## src/rtl/btn_event_pkg.sv

```systemverilog
// rtl/btn_event_pkg.sv - types and helpers for the button event classifier
// Purpose: FSM state encoding and a small integer helper.
// Ports: none (package).
package btn_event_pkg;

  typedef enum logic [2:0] {
    IDLE   = 3'd0,
    PRESS1 = 3'd1,
    HOLD   = 3'd2,
    GAP    = 3'd3,
    PRESS2 = 3'd4
  } btn_state_e;

  function automatic int max_int(input int a, input int b);
    return (a > b) ? a : b;
  endfunction

endpackage

```

## src/rtl/config_pkg.sv

```systemverilog
// rtl/config_pkg.sv - shared timing configuration for the button input path
// Purpose: system clock frequency and the debounce and click timing defaults.
// Ports: none (package).
package config_pkg;

  localparam int ClkFreq    = 100_000_000;  // Hz
  localparam int StableTime = 10;           // ms, debouncer settle time
  localparam int LongTime   = 1000;         // ms, long-press threshold
  localparam int GapTime    = 250;          // ms, max release gap for a double click

endpackage

```

## src/rtl/edge_det.sv

```systemverilog
// rtl/edge_det.sv - registered-level edge detector
// Purpose: compares a level with its one-cycle registered copy.
// Ports:
//   clk   in   system clock
//   rst   in   asynchronous active-high reset
//   level in   level to watch
//   rise  out  level is 1 now and was 0 one cycle ago
//   fall  out  level is 0 now and was 1 one cycle ago
module edge_det (
  input  logic clk,
  input  logic rst,
  input  logic level,
  output logic rise,
  output logic fall
);

  logic prev;
  logic armed;

  // armed stays low for the first cycle after reset so that a level already
  // high when reset releases is absorbed into prev instead of reading as a rise.
  always_ff @(posedge clk or posedge rst) begin
    if (rst) begin
      prev  <= 1'b0;
      armed <= 1'b0;
    end else begin
      prev  <= level;
      armed <= 1'b1;
    end
  end

  assign rise = armed &  level & ~prev;
  assign fall = armed & ~level &  prev;

endmodule

```

## src/rtl/btn_event_ctrl.sv

```systemverilog
// rtl/btn_event_ctrl.sv - classifies a debounced button into short, long and double events
// Purpose: FSM with a saturating cycle counter timing press length and release gap.
// Ports:
//   clk_i       in   system clock, rising edge
//   rst_i       in   asynchronous active-high reset
//   en_i        in   controller enable; low forces IDLE
//   db_level_i  in   debounced switch level (1 = pressed)
//   short_o     out  one-cycle pulse, single short click
//   long_o      out  one-cycle pulse, long press
//   double_o    out  one-cycle pulse, double click
//   busy_o      out  high whenever state is not IDLE
//   state_o     out  current state encoding, debug
module btn_event_ctrl
  import btn_event_pkg::*;
#(
  parameter int ClkFreq  = config_pkg::ClkFreq,
  parameter int LongTime = config_pkg::LongTime,
  parameter int GapTime  = config_pkg::GapTime
) (
  input  logic       clk_i,
  input  logic       rst_i,
  input  logic       en_i,
  input  logic       db_level_i,
  output logic       short_o,
  output logic       long_o,
  output logic       double_o,
  output logic       busy_o,
  output logic [2:0] state_o
);

  localparam int LongCycles = ClkFreq / 1000 * LongTime;
  localparam int GapCycles  = ClkFreq / 1000 * GapTime;
  localparam int CntW       = $clog2(max_int(LongCycles, GapCycles) + 1);

  localparam logic [CntW-1:0] LongLast = CntW'(LongCycles - 1);
  localparam logic [CntW-1:0] GapLast  = CntW'(GapCycles - 1);

  if (LongCycles < 2 || GapCycles < 2) begin : g_bad_timing
    $error("btn_event_ctrl: LongCycles and GapCycles must both be at least 2");
  end

  logic            rise;
  logic            fall;
  btn_state_e      state;
  logic [CntW-1:0] cnt;
  logic [CntW-1:0] cnt_inc;

  edge_det u_edge (
    .clk   (clk_i),
    .rst   (rst_i),
    .level (db_level_i),
    .rise  (rise),
    .fall  (fall)
  );

  // Saturating increment: the counter parks at all-ones rather than wrapping.
  assign cnt_inc = (cnt == '1) ? cnt : cnt + 1'b1;

  // Edge tests come before timeout tests in every state, so an edge landing
  // on the timeout cycle takes priority.
  always_ff @(posedge clk_i or posedge rst_i) begin
    if (rst_i) begin
      state    <= IDLE;
      cnt      <= '0;
      short_o  <= 1'b0;
      long_o   <= 1'b0;
      double_o <= 1'b0;
    end else begin
      short_o  <= 1'b0;
      long_o   <= 1'b0;
      double_o <= 1'b0;
      if (!en_i) begin
        state <= IDLE;
        cnt   <= '0;
      end else begin
        case (state)
          IDLE: begin
            if (rise) begin
              state <= PRESS1;
              cnt   <= '0;
            end
          end
          PRESS1: begin
            if (fall) begin
              state <= GAP;
              cnt   <= '0;
            end else if (cnt == LongLast) begin
              state  <= HOLD;
              long_o <= 1'b1;
            end else begin
              cnt <= cnt_inc;
            end
          end
          HOLD: begin
            if (fall) begin
              state <= IDLE;
              cnt   <= '0;
            end
          end
          GAP: begin
            if (rise) begin
              state <= PRESS2;
              cnt   <= '0;
            end else if (cnt == GapLast) begin
              state   <= IDLE;
              cnt     <= '0;
              short_o <= 1'b1;
            end else begin
              cnt <= cnt_inc;
            end
          end
          PRESS2: begin
            if (fall) begin
              state    <= IDLE;
              cnt      <= '0;
              double_o <= 1'b1;
            end
          end
          default: begin
            state <= IDLE;
            cnt   <= '0;
          end
        endcase
      end
    end
  end

  assign busy_o  = (state != IDLE);
  assign state_o = state;

endmodule

```

## config.mk

```make
export PLATFORM = sky130hd
export DESIGN_NAME = btn_event_ctrl
export DESIGN_NICKNAME = d
export VERILOG_FILES = /design/src/rtl/btn_event_pkg.sv /design/src/rtl/config_pkg.sv /design/src/rtl/edge_det.sv /design/src/rtl/btn_event_ctrl.sv
export SDC_FILE = /design/constraint.sdc
export NUM_CORES = 1
export LEC_CHECK = 0
export CAP_MARGIN = 10
export CORE_ASPECT_RATIO = 1.2
export CORE_UTILIZATION = 50
export DETAILED_ROUTE_END_ITERATION = 10
export PLACE_DENSITY = 0.68
export SYNTH_ARGS = -nofsm -noshare
export SYNTH_HDL_FRONTEND = slang
export SYNTH_HIERARCHICAL = 1
export SYNTH_SLANG_ARGS = --single-unit
```

## constraint.sdc

```tcl
create_clock -name clk_i -period 2.4 [get_ports clk_i]
set_input_delay 0.6 -clock clk_i [delete_from_list [all_inputs] [get_ports clk_i]]
set_output_delay 0.6 -clock clk_i [all_outputs]
set_load 0.03 [all_outputs]
```

* Word level (Yosys, flattened, before mapping)
Index checks and enable logic that the tools add are counted.
** Cells by class
- Add/sub/neg operators :: 1
- Eq/ne operators :: 12
- Muxes and demuxes :: 28
- Bitwise operators :: 6
- Reduce and logical (&&, ||, !) cells :: 5
** Operator list (number)
- two-way mux 27 bit :: 8
- one-hot mux 27 bit (4 select lines) :: 1
- == test 27 bit, second input constant :: 2
- adder 27 x 1 -> 27 bit, second input constant :: 1
- == test 27 x 25 -> 1 bit, second input constant :: 1
- two-way mux 3 bit :: 7
- inequality test 4 bit, second input constant :: 3
- one-hot mux 3 bit (4 select lines) :: 1
- two-way mux 1 bit :: 11
- == test 3 x 2 -> 1 bit, second input constant :: 2
- bitwise AND 1 bit :: 4
- AND reduction 4 bit :: 1
- == test 3 x 1 -> 1 bit, second input constant :: 1
- == test 3 bit, second input constant :: 1
- logical NOT 3 bit :: 1
- inequality test 3 x 2 -> 1 bit, second input constant :: 1
- inequality test 3 bit, second input constant :: 1
- AND reduction 3 bit :: 1
- nonzero test 3 bit :: 1
- inverter 1 bit :: 2
- OR reduction 2 bit :: 1
** Storage, ports and cells
- Flip-flop bits (word level) :: 35

* Depth between registers and ports, before layout
- Word-level depth :: 6
- Gate-level depth with buffers :: 9
- Gate-level depth less buffers :: 7

* Cells and area by module
The synthesis kept the hierarchy.
** Modules (own cells, without submodules)
- btn_event_ctrl :: times used 1, cells an instance 216, area an instance 1981.9 um^2
- edge_det :: times used 1, cells an instance 6, area an instance 75.1 um^2

* Worst setup path before layout
Ideal clock, no wire load.
- Path type :: input-to-reg
- Start :: input db_level_i
- End :: register cnt[5]
- Arrival time :: 2297 ps
- Required time :: 2279 ps
- Setup slack :: -18 ps
- Cell stages on the path :: 9
- Cells stage by stage :: and3b_1 > or2_0 > or2_1 > or4_1 > buf_2 > buf_6 > nand3b_2 > xor2_1 > nor2_1
** On the way
- Cells in the longest elaborated chain, start to end :: 6
** Ends and longest elaborated chain
- start: declaration :: line btn_event_ctrl.sv:23 : input logic db_level_i,
- inverter 1 bit :: line edge_det.sv:33 : assign fall = armed & ~level & prev;
- bitwise AND 1 bit (2 in a row) :: line edge_det.sv:33
- two-way mux 27 bit :: line btn_event_ctrl.sv:84 : if (fall) begin
- one-hot mux 27 bit (4 select lines) :: line btn_event_ctrl.sv:76 : case (state)
- two-way mux 27 bit :: line btn_event_ctrl.sv:72 : if (!en_i) begin
- end signal: assignment :: line btn_event_ctrl.sv:91 : cnt <= cnt_inc;
- end signal: assignment :: line btn_event_ctrl.sv:109 : cnt <= cnt_inc;
- end: declaration :: line btn_event_ctrl.sv:45 : logic [CntW-1:0] cnt;
Several ways; a longest one is shown, not always the timed one.
A chain may end at the register's enable or synchronous reset.

* Worst setup path in the final report
- Start :: register state[1] (netlist: state_o[1])
- End :: output busy_o
** On the way
- Cells in the longest elaborated chain, start to end :: 1
** Ends and longest elaborated chain
- start: declaration :: line btn_event_ctrl.sv:44 : btn_state_e state;
- start signal: assignment :: line btn_event_ctrl.sv:63 : state <= IDLE;
- start signal: assignment :: line btn_event_ctrl.sv:73 : state <= IDLE;
- start signal: assignment :: line btn_event_ctrl.sv:79 : state <= PRESS1;
- nonzero test 3 bit :: line btn_event_ctrl.sv:128 : assign busy_o = (state != IDLE);
- end: declaration :: line btn_event_ctrl.sv:27 : output logic busy_o,
Every way passes these cells.

==> flow_summary.ini <==
[timing]
setup_slack_ns = 0.07168
skew_ns = 0.008790
finalSetupTns_ns = 0
hold_viol = 0
layout_min_cycle_time_ns = 2.328
max_freq_ghz = 0.4295
hold_slack_ns = 0.4819
drv_slew = 0
period_share = 0.9701
setup_viol = 0

[yosys]
synth.distinct_cells = 51
syn_avg_cell_area_um2 = 9.266
seq_area_frac_synth = 0.4258
synth_edf_count = 0
synth-seq-cells = 35
syn_area_mm2 = 0.002057
async_reset_ff_frac = 1.000
synth_cells = 222
syn-num-nets = 227
synth_ff_type = dfrtp_1
ys_warn_count = 6

[route]
dr_total_vias = 1783
ant_nets = 0
wl_um = 4760
drt_iter0_markers = 130
post_drt_wl_per_cell_um = 15.16
drc = 0
drt_first_pass_iters = 4
via_per_inst = 5.678

[worst_setup_path]
r2r_end = cnt[5]$_DFFE_PP0P_
cp.arrival_ns = 1.73
cp_data_required_time_ns = 1.80
startpoint = state_o[1]$_DFFE_PP0P_
crit_path_start_kind = register
worst-setup-path-type = register to output pin
r2r_cells = 8
ff2ff_setup_slack_ns = 0.11
crit_fanout = 10
worst_setup_path_end_kind = output pin
worstReg2RegStart = cnt[0]$_DFFE_PP0P_

[die]
die_y_um = 72.26
die_area_mm2 = 0.004375
row_count = 25
pin_count = 11
start_util = 0.5219
core_mm2 = 0.003941
die_x_um = 60.55

[pwr]
leakagePower_nw = 1.045
total_power_mw = 1.305
power_density_mw_per_mm2 = 516.3
peakVddDrop_mv = 0.3058

[layout]
fin_area_mm2 = 0.002527
final_common_cell = dfrtp_1
syn_to_final_growth_pct = 22.87
seq_area_um2 = 875.8
layout.cells.non_filler = 314
drive_gt1_frac = 0.2000
antenna_cells = 0
multiInputGateArea_mm2 = 0.001107
layout_common_cells = dfrtp_1 (35), nor2_1 (32), buf_4 (23)
final_core_util = 0.6413
num-fill-cells = 340
nets = 264

[global_routing]
grt_usage = 0.2430
antenna_found_initial = 0
grt_pass1_vias = 1702
grt_max_degree = 34
grt_pass1_wl_um = 7893
overflow = 0

[clocking]
cts_root_buf = clkbuf_8
cts_made_buffers = 5
cts.sinks = 35
clk_pin_slew_ns = 0.07
cts_max_level = 2
cts_hold_buf = 0
cts_tree = built
clock_latency_ns = 0.29
cts_max_path_buffers = 2

[status]
status = finished clean

[hold_path]
hold_path_class = primary input to asynchronous set/reset pin

[placed_design]
port_buffers = 10
post-place-cells = 303
dp_slack_ns = -0.5344
placed_area_mm2 = 0.002361
routabilityCongestion = 0.8404
hpwl_um = 3329

[run]
maxCapViolations = 0
## layer usage
layer | vias up | global-route usage | part of all wire
met5 | - | 0 | 0
met4 | 0 | 0.08586 | 0.017
met3 | 7 | 0.05169 | 0.052
met2 | 70 | 0.4164 | 0.51
met1 | 838 | 0.2962 | 0.42
li1 | 868 | - | -
## worst max-delay path by stage
stage,endpoint,slack (ns),cells past startpoint
4_1_cts,busy_o,0.06,3
2_1_floorplan,cnt[5]$_DFFE_PP0P_,0.001,9
6_report,busy_o,0.07,3
3_5_place_dp,cnt[6]$_DFFE_PP0P_,-0.53,9
3_3_place_gp,cnt[6]$_DFFE_PP0P_,-0.52,9
5_1_grt,cnt[5]$_DFFE_PP0P_,-0.004,8
## synth_stat cells, types with 2 or more instances
library cell | instances | share of area
a21oi_1 | 3 | 0.0073
buf_2 | 3 | 0.0073
or3_1 | 2 | 0.0061
nand4_1 | 13 | 0.040
nand3b_2 | 2 | 0.011
xor2_1 | 17 | 0.072
nand4b_1 | 3 | 0.013
and3b_1 | 2 | 0.0085
a31oi_1 | 2 | 0.0061
and3_1 | 7 | 0.021
xnor2_1 | 5 | 0.021
nor3_1 | 7 | 0.017
nor2_1 | 32 | 0.058
nand3_1 | 12 | 0.029
o21ai_0 | 2 | 0.0049
nand3_2 | 5 | 0.024
o21ai_2 | 2 | 0.0085
inv_1 | 8 | 0.015
dfrtp_1 | 35 | 0.43
buf_6 | 3 | 0.016
and4_1 | 3 | 0.013
nor4b_1 | 3 | 0.013
nor4_1 | 5 | 0.015
nand2_1 | 19 | 0.035
## state kept, by name, indices dropped and copies added (netlist names)
signal,count
state_o,3
double_o,1
cnt,27
u_edge/armed,1
long_o,1
short_o,1
u_edge/prev,1
## worst max-delay path, cell delays in order (launching register included)
cell and delay [ns]:
dfrtp_1 0.38, buf_4 0.17, or3_1 0.30, clkdlybuf4s50_1 0.59
## report_power, final
part           switching (mW)  internal (mW)  total (mW)
clock network           0.226          0.309       0.535
registers              0.0114          0.600       0.611
logic                  0.0909         0.0672       0.158
total                   0.328          0.976        1.30
## final cells by class
type                            instances  share of cell area
Timing Repair Buffer                   36              0.1322
Clock buffer                            5             0.02723
Sequential cell                        35              0.3465
Inverter                                8             0.01188
Tap cell                               54             0.02673
Multi-Input combinational cell        173              0.4381
Clock inverter                          3             0.01733
## kinds of logic after synthesis
kind of cell,synth area share
AOI/OAI and AO/OA,0.07604
xor gates and xnor gates,0.09367
adders and majority gates,0.006082
buffers and inverters,0.03832
DFF,0.4258
muxes,0.004866
other,0.001823
and+or+nand+nor,0.3534
## timing repair
item | in CTS | in global routing
gates resized for setup | 6 | 1
setup buffers | 2 | 0
endpoints found under the setup margin | 16 | 1
gates cloned | 1 | 0
pin swaps | 4 | 1
Power figures use the tool's default switching activity.
